--- src/rtl/axi4_lite_master.sv ---
// rtl/axi4_lite_master.sv - single-outstanding AXI4-Lite master driven by a local command interface
//
// Purpose: accepts one read or write command at a time on the cmd_* port,
// runs the matching AXI4-Lite channel handshakes and reports completion on
// the rsp_* port as a one-cycle rsp_valid pulse.
//
// Ports:
//   ACLK, ARESETN              clock and asynchronous active-low reset
//   cmd_valid/cmd_ready        command handshake (ready only while idle)
//   cmd_write/addr/wdata/wstrb command payload, captured on acceptance
//   rsp_valid                  one-cycle completion pulse
//   rsp_write/rdata/resp       completion payload, held until the next completion
//   M_AXI_AW*/W*/B*            AXI4-Lite write address, data and response channels
//   M_AXI_AR*/R*               AXI4-Lite read address and data channels

module axi4_lite_master #(
    parameter int ADDRESS_WIDTH = 32,
    parameter int DATA_WIDTH    = 32
) (
    input  logic                      ACLK,
    input  logic                      ARESETN,

    input  logic                      cmd_valid,
    output logic                      cmd_ready,
    input  logic                      cmd_write,
    input  logic [ADDRESS_WIDTH-1:0]  cmd_addr,
    input  logic [DATA_WIDTH-1:0]     cmd_wdata,
    input  logic [DATA_WIDTH/8-1:0]   cmd_wstrb,

    output logic                      rsp_valid,
    output logic                      rsp_write,
    output logic [DATA_WIDTH-1:0]     rsp_rdata,
    output logic [1:0]                rsp_resp,

    output logic [ADDRESS_WIDTH-1:0]  M_AXI_AWADDR,
    output logic [2:0]                M_AXI_AWPROT,
    output logic                      M_AXI_AWVALID,
    input  logic                      M_AXI_AWREADY,

    output logic [DATA_WIDTH-1:0]     M_AXI_WDATA,
    output logic [DATA_WIDTH/8-1:0]   M_AXI_WSTRB,
    output logic                      M_AXI_WVALID,
    input  logic                      M_AXI_WREADY,

    input  logic [1:0]                M_AXI_BRESP,
    input  logic                      M_AXI_BVALID,
    output logic                      M_AXI_BREADY,

    output logic [ADDRESS_WIDTH-1:0]  M_AXI_ARADDR,
    output logic [2:0]                M_AXI_ARPROT,
    output logic                      M_AXI_ARVALID,
    input  logic                      M_AXI_ARREADY,

    input  logic [DATA_WIDTH-1:0]     M_AXI_RDATA,
    input  logic [1:0]                M_AXI_RRESP,
    input  logic                      M_AXI_RVALID,
    output logic                      M_AXI_RREADY
);

    localparam int STRB_WIDTH = DATA_WIDTH / 8;

    typedef enum logic [2:0] {
        S_IDLE,
        S_WRITE,
        S_WRESP,
        S_READ,
        S_RDATA
    } state_t;

    state_t                     state_q;

    // Holding registers: the AXI side is driven only from these.
    logic [ADDRESS_WIDTH-1:0]   addr_q;
    logic [DATA_WIDTH-1:0]      wdata_q;
    logic [STRB_WIDTH-1:0]      wstrb_q;
    logic                       write_q;

    logic                       awvalid_q;
    logic                       wvalid_q;
    logic                       bready_q;
    logic                       arvalid_q;
    logic                       rready_q;

    // AW and W may complete in different cycles; remember which is finished.
    logic                       aw_done_q;
    logic                       w_done_q;

    logic                       rsp_valid_q;
    logic                       rsp_write_q;
    logic [DATA_WIDTH-1:0]      rsp_rdata_q;
    logic [1:0]                 rsp_resp_q;

    logic                       aw_hs;
    logic                       w_hs;
    logic                       aw_done_d;
    logic                       w_done_d;
    logic                       cmd_accept;

    assign aw_hs      = awvalid_q & M_AXI_AWREADY;
    assign w_hs       = wvalid_q  & M_AXI_WREADY;
    assign aw_done_d  = aw_done_q | aw_hs;
    assign w_done_d   = w_done_q  | w_hs;
    assign cmd_accept = (state_q == S_IDLE) & cmd_valid;

    always_ff @(posedge ACLK or negedge ARESETN) begin
        if (!ARESETN) begin
            state_q     <= S_IDLE;
            addr_q      <= '0;
            wdata_q     <= '0;
            wstrb_q     <= '0;
            write_q     <= 1'b0;
            awvalid_q   <= 1'b0;
            wvalid_q    <= 1'b0;
            bready_q    <= 1'b0;
            arvalid_q   <= 1'b0;
            rready_q    <= 1'b0;
            aw_done_q   <= 1'b0;
            w_done_q    <= 1'b0;
            rsp_valid_q <= 1'b0;
            rsp_write_q <= 1'b0;
            rsp_rdata_q <= '0;
            rsp_resp_q  <= 2'b00;
        end else begin
            // Completion pulse lasts exactly one cycle unless re-armed below.
            rsp_valid_q <= 1'b0;

            case (state_q)
                S_IDLE: begin
                    if (cmd_accept) begin
                        addr_q    <= cmd_addr;
                        wdata_q   <= cmd_wdata;
                        wstrb_q   <= cmd_wstrb;
                        write_q   <= cmd_write;
                        aw_done_q <= 1'b0;
                        w_done_q  <= 1'b0;
                        if (cmd_write) begin
                            awvalid_q <= 1'b1;
                            wvalid_q  <= 1'b1;
                            state_q   <= S_WRITE;
                        end else begin
                            arvalid_q <= 1'b1;
                            state_q   <= S_READ;
                        end
                    end
                end

                S_WRITE: begin
                    if (aw_hs) begin
                        awvalid_q <= 1'b0;
                    end
                    if (w_hs) begin
                        wvalid_q <= 1'b0;
                    end
                    // Both channels finished, possibly on this very edge.
                    if (aw_done_d && w_done_d) begin
                        aw_done_q <= 1'b0;
                        w_done_q  <= 1'b0;
                        bready_q  <= 1'b1;
                        state_q   <= S_WRESP;
                    end else begin
                        aw_done_q <= aw_done_d;
                        w_done_q  <= w_done_d;
                    end
                end

                S_WRESP: begin
                    if (M_AXI_BVALID && bready_q) begin
                        bready_q    <= 1'b0;
                        rsp_valid_q <= 1'b1;
                        rsp_write_q <= write_q;
                        rsp_rdata_q <= '0;
                        rsp_resp_q  <= M_AXI_BRESP;
                        state_q     <= S_IDLE;
                    end
                end

                S_READ: begin
                    if (arvalid_q && M_AXI_ARREADY) begin
                        arvalid_q <= 1'b0;
                        rready_q  <= 1'b1;
                        state_q   <= S_RDATA;
                    end
                end

                S_RDATA: begin
                    if (M_AXI_RVALID && rready_q) begin
                        rready_q    <= 1'b0;
                        rsp_valid_q <= 1'b1;
                        rsp_write_q <= write_q;
                        rsp_rdata_q <= M_AXI_RDATA;
                        rsp_resp_q  <= M_AXI_RRESP;
                        state_q     <= S_IDLE;
                    end
                end

                default: begin
                    state_q <= S_IDLE;
                end
            endcase
        end
    end

    assign cmd_ready     = (state_q == S_IDLE);

    assign rsp_valid     = rsp_valid_q;
    assign rsp_write     = rsp_write_q;
    assign rsp_rdata     = rsp_rdata_q;
    assign rsp_resp      = rsp_resp_q;

    assign M_AXI_AWADDR  = addr_q;
    assign M_AXI_AWPROT  = 3'b000;
    assign M_AXI_AWVALID = awvalid_q;

    assign M_AXI_WDATA   = wdata_q;
    assign M_AXI_WSTRB   = wstrb_q;
    assign M_AXI_WVALID  = wvalid_q;

    assign M_AXI_BREADY  = bready_q;

    assign M_AXI_ARADDR  = addr_q;
    assign M_AXI_ARPROT  = 3'b000;
    assign M_AXI_ARVALID = arvalid_q;

    assign M_AXI_RREADY  = rready_q;

endmodule

--- config.mk ---
export PLATFORM = sky130hd
export DESIGN_NAME = axi4_lite_master
export DESIGN_NICKNAME = d
export VERILOG_FILES = /design/src/rtl/axi4_lite_master.sv
export SDC_FILE = /design/constraint.sdc
export NUM_CORES = 1
export LEC_CHECK = 0
export BUFFER_PORTS_ARGS = -buffer_cell sky130_fd_sc_hd__buf_2
export CORE_AREA = 8 8 116 139
export DETAILED_ROUTE_END_ITERATION = 10
export DIE_AREA = 0 0 124 147
export PLACE_DENSITY = 0.64
export RECOVER_POWER = 25
export SYNTH_ARGS = -nofsm -noshare
export SYNTH_HDL_FRONTEND = slang
export SYNTH_SLANG_ARGS = --single-unit
--- constraint.sdc ---
create_clock -name ACLK -period 3.7 [get_ports ACLK]
set_input_delay 0.925 -clock ACLK [delete_from_list [all_inputs] [get_ports ACLK]]
set_output_delay 0.925 -clock ACLK [all_outputs]
set_load 0.005 [all_outputs]
# Word-level counts from Yosys, hierarchy flattened
# Cells that the tools add are included.
[totals]
reg_bits = 115
output_inout_bits = 148
[op_classes]
n_eq_ne = 13
mux = 40
bitwise = 5
n_reduce_logical = 19
[ops]
columns = ["op", "count"]
rows = [
  ["two-way mux 32 bit", 2],
  ["case mux 32 bit (2 select lines)", 1],
  ["two-way mux 1 bit", 18],
  ["case mux 1 bit (2 select lines)", 9],
  ["two-way mux 3 bit", 5],
  ["case mux 3 bit (5 select lines)", 1],
  ["!= test 2 bit, second input constant", 7],
  ["AND reduction 4 bit", 3],
  ["nonzero test 2 bit", 5],
  ["AND reduction 3 bit", 3],
  ["== test 3 x 2 -> 1 bit, second input constant", 2],
  ["two-way mux 2 bit", 3],
  ["AND reduction 5 bit", 1],
  ["logical AND 1 bit", 4],
  ["!= test 2 x 1 -> 1 bit, second input constant", 2],
  ["case mux 2 bit (2 select lines)", 1],
  ["AND reduction 2 bit", 2],
  ["AND 1 bit", 3],
  ["== test 3 x 1 -> 1 bit, second input constant", 1],
  ["== test 3 bit, second input constant", 1],
  ["logical NOT 3 bit", 1],
  ["OR 1 bit", 2],
]

# Depth between registers and ports, before layout
[depth]
ltp_word = 5
ltp_mapped = 6

# Least setup slack after synthesis
# Ideal clock, no wire load.
[synth_path]
kind = "input -> register"
startpoint = "input M_AXI_RVALID"
endpoint = "register rsp_resp_q[0], in the netlist rsp_resp[0]"
t_arrival_ps = 1772
required_ps = 3575
setup_slack_ps = 1804
stages = 3
n_path_buf = 0
cell_sequence = "and2_1 -> a32oi_2 -> mux2_2"
[synth_via]
elab_chain_cells = 3
[synth_lines]
columns = ["item", "line_no", "rtl"]
rows = [
  ["start: declaration", "56", "input logic M_AXI_RVALID,"],
  ["logical AND 1 bit", "186", "if (M_AXI_RVALID && rready_q) begin"],
  ["!= test 2 bit (no source line)", "-", ""],
  ["AND reduction 3 bit (no source line)", "-", ""],
  ["end signal: assignment", "122", "rsp_resp_q <= 2'b00;"],
  ["end signal: assignment", "172", "rsp_resp_q <= M_AXI_BRESP;"],
  ["end signal: assignment", "191", "rsp_resp_q <= M_AXI_RRESP;"],
  ["end: declaration", "91", "logic [1:0] rsp_resp_q;"],
]
# Every way passes these cells.
# A chain may end at the register's enable or synchronous reset.

# Final worst setup path
[layout_path]
startpoint = "register state_q[0]"
endpoint = "register rsp_rdata_q[21], in the netlist rsp_rdata[21]"
[layout_via]
elab_chain_cells = 3
elab_cells_between_ends = 7
[layout_lines]
columns = ["item", "line_no", "rtl"]
rows = [
  ["start: declaration", "70", "state_t state_q;"],
  ["start signal: assignment", "107", "state_q <= S_IDLE;"],
  ["start signal: assignment", "139", "state_q <= S_WRITE;"],
  ["start signal: assignment", "142", "state_q <= S_READ;"],
  ["== test 3 bit or == test 3 x 2 -> 1 bit (tied branches)", "127", "case (state_q)"],
  ["!= test 2 bit (no source line) or nonzero test 2 bit (tied branches)", "-", ""],
  ["AND reduction 3 bit (no source line)", "-", ""],
  ["end signal: assignment", "121", "rsp_rdata_q <= '0;"],
  ["end signal: assignment", "171", "rsp_rdata_q <= '0;"],
  ["end signal: assignment", "190", "rsp_rdata_q <= M_AXI_RDATA;"],
  ["end: declaration", "90", "logic [DATA_WIDTH-1:0] rsp_rdata_q;"],
]
# Several ways; a longest one is shown, not always the timed one.

==> run metrics <==
Starting Density=0.339; cell area after placement=0.00584 mm^2; clock sinks=115; clock skew after layout=0.00801 ns; share of layout cells above drive strength 1=0.430; Die Y-Extent=147 um; Max-Cap Viols=0; main area contributors after synthesis=sky130_fd_sc_hd__dfrtp_1 60%, sky130_fd_sc_hd__nand2_1 17%, sky130_fd_sc_hd__buf_4 6.8%, sky130_fd_sc_hd__a22o_1 5.9%, sky130_fd_sc_hd__buf_6 1.7%; worst slack on hold paths=0.464 ns; die area=0.0182 mm^2; routed wirelength normalized by instance count=15.2 um; CTS root buffer=sky130_fd_sc_hd__clkbuf_16; Port-buffer cells=254; worst-margin pin slew=1.33 ns; nets@finish=798; area leader, netlist=sky130_fd_sc_hd__dfrtp_1; Num CTS Buffers=17; antenna violations before repair=0; count of warnings emitted by yosys=0; H-tree depth=4; final hold vios=0; most common flop cell mapped by yosys=sky130_fd_sc_hd__dfrtp_1; Resize count post-CTS=0; Area Overhead vs Synth=35.1%; final design instance area without fill=0.00643 mm^2; number of setup buffers added after CTS=0; share of the yosys chip area belonging to registers=0.604; maximum number of pins on one net before global-route repair=72; capturing element type of the critical path=flop; fraction of the mapped netlist area in simple logic gates=0.196; sum of negative setup slack=0 ns; f_max=439 MHz; Ports=261; core footprint=0.0141 mm^2; final setup margin=1.42 ns; Synth top cells by count=215 x sky130_fd_sc_hd__nand2_1, 115 x sky130_fd_sc_hd__dfrtp_1, 43 x sky130_fd_sc_hd__buf_4; Critical Path Start=state_q[0]; async set-or-reset flop fraction in the synthesized netlist=1.00; library cell with the highest instance count after synthesis=sky130_fd_sc_hd__nand2_1; clock tree from TritonCTS=done; cell count after placement=841; final max-slew violation count=0; main combinational cell family by area after synthesis=simple AND/OR/NAND/NOR gates; number of enable-type register cells in the synthesized netlist=0; placement-stage worst setup slack=1.25 ns; required time of the critical path=4.03 ns; HPWL reported at the end of detailed placement=9920 um; post-synth design cell area=0.00476 mm^2; share of the core filled with cells in the final layout=0.458; number of filler cells placed in the layout=1377; cell type group with the largest total delay on the critical path=simple AND/OR/NAND/NOR gates; worst skew pair latency=0.39 ns; routed wire length=13300 um; average cell area after synthesis=10.2 um^2; critical path peak fanout=33; outcome=complete, no violations; setup repair after global routing missed its margin=no; wire length of the first global-routing pass=21100 um; signal arrival time at the worst endpoint=2.61 ns; Compound-Gate Fraction of Synth Area=0.0851; number of DRC violations after detailed routing=0; count of different cell masters after synthesis=33; worst hold path class=flop to flop; critical path's slowest cell=sky130_fd_sc_hd__and2_1; Power Dens Cells=894 mW/mm^2; via count=3907; number of design-rule violations left by the first detailed-router iteration=196; portion of synthesized cell area occupied by the leading cell type=0.604; Critical Path, Cell by Cell=nor3b_2 -> and2_1 -> a22o_1; vias per std cell=4.48; post-detailed-route count of antenna-violating nets=0; start-to-end type of the worst setup path=flop to flop; diode insertion count for antenna repair=0; critical path startpoint category=flop; number of hold buffers added after cts=0; time the worst path needs with I/O delays and setup=2.28 ns; share of the cycle needed by the critical path after routing=0.616; setup violation total in the final timing report=0; leakage power figure=3.76 nW; overall routing resource usage=0.146; maximum ir drop on the vdd rail=0.389 mV; GRT overflow=0; CTS clk-pin slew, worst paths=0.05 ns; Hold Path Origin=M_AXI_WDATA[29]; share of the synthesized netlist area taken by xor and xnor gates=0; global placer's final weighted congestion=0.771; number of standard-cell rows in the floorplan=48; final std cells w/o fill=873; max incr delay on CP=0.98 ns; Clock Path Buffers=2; number of synthesized register bits=115; worst-case headroom to the max-slew limit=0.114; Power, Total=5.75 mW; die span in x=124 um; Adder-Cell Fraction of Synth Area=0; TritonRoute pass-1 iters=4; worst reg2reg startpoint=state_q[0]; number of buffer and inverter stages on the critical path=0; via count of the first global-routing pass=4228; multiplexer fraction of the synthesized cell area=0.0118; number of standard cells after synthesis=466
layer usage:
| metal | vias up | routed length [um] | GRT usage |
|---|---|---|---|
| met2 | 179 | 6350 | 0.235 |
| li1 | 1890 | - | - |
| met5 | - | 0 | 0 |
| met4 | 0 | 115 | 0.0429 |
| met3 | 8 | 1500 | 0.0576 |
| met1 | 1830 | 5290 | 0.174 |
final cells by class:
type / count / area (um^2) / share of cell area
tap: 175 / 219 / 0.0340
inverter: 4 / 15.0 / 0.00233
clock buffer: 18 / 439 / 0.0683
multi-input combinational: 289 / 1420 / 0.220
sequential: 115 / 2880 / 0.447
clock inverter: 14 / 153 / 0.0237
timing repair buffer: 258 / 1310 / 0.204
where the power goes:
group | total (mW) | switching [mW] | internal [mW]
combinational | 1.88 | 0.961 | 0.921
clock | 1.61 | 0.591 | 1.02
sequential | 2.26 | 0.404 | 1.86
cell usage in the layout (no fill, tap or decap), types with 4 or more instances in the layout:
cell                          n
sky130_fd_sc_hd__a22o_1      32
sky130_fd_sc_hd__mux2_2       5
sky130_fd_sc_hd__conb_1       6
sky130_fd_sc_hd__o2bb2ai_1    4
sky130_fd_sc_hd__inv_1        4
sky130_fd_sc_hd__dfrtp_1    115
sky130_fd_sc_hd__clkbuf_16   17
sky130_fd_sc_hd__nand2_1    215
sky130_fd_sc_hd__buf_2      253
sky130_fd_sc_hd__clkinv_4     5
registers in the layout (all words and copies together) (netlist names), 2 cells and up:
| name | count |
|---|---|
| M_AXI_WDATA | 32 |
| rsp_resp | 2 |
| M_AXI_ARADDR | 32 |
| state_q | 3 |
| rsp_rdata | 32 |
| M_AXI_WSTRB | 4 |
kinds of logic after synthesis:
family                 after synthesis
and+or+nand+nor                    231
DFF                                115
buffers and inverters               67
AOI/OAI and AO/OA                   47
muxes                                5
other                                1
tightest hold or removal path: stages, from the launching register on:
cell and delay [ns]:
sky130_fd_sc_hd__dfrtp_1 0.33, sky130_fd_sc_hd__nand2_1 0.05, sky130_fd_sc_hd__nand2_1 0.05
final timing paths:
path	to	slack (ns)	depth (start not counted)
worst max-delay path	rsp_rdata[21]	1.42	3
worst max register to register	rsp_rdata[21]	1.42	3
worst min-delay path	M_AXI_WDATA[29]	0.46	2
worst min register to register	M_AXI_WDATA[29]	0.46	2
max in group asynchronous	M_AXI_WDATA[29]	1.89	2
min in group asynchronous	rsp_rdata[29]	0.82	1
No activity file was read; power rests on OpenSTA's default activity.
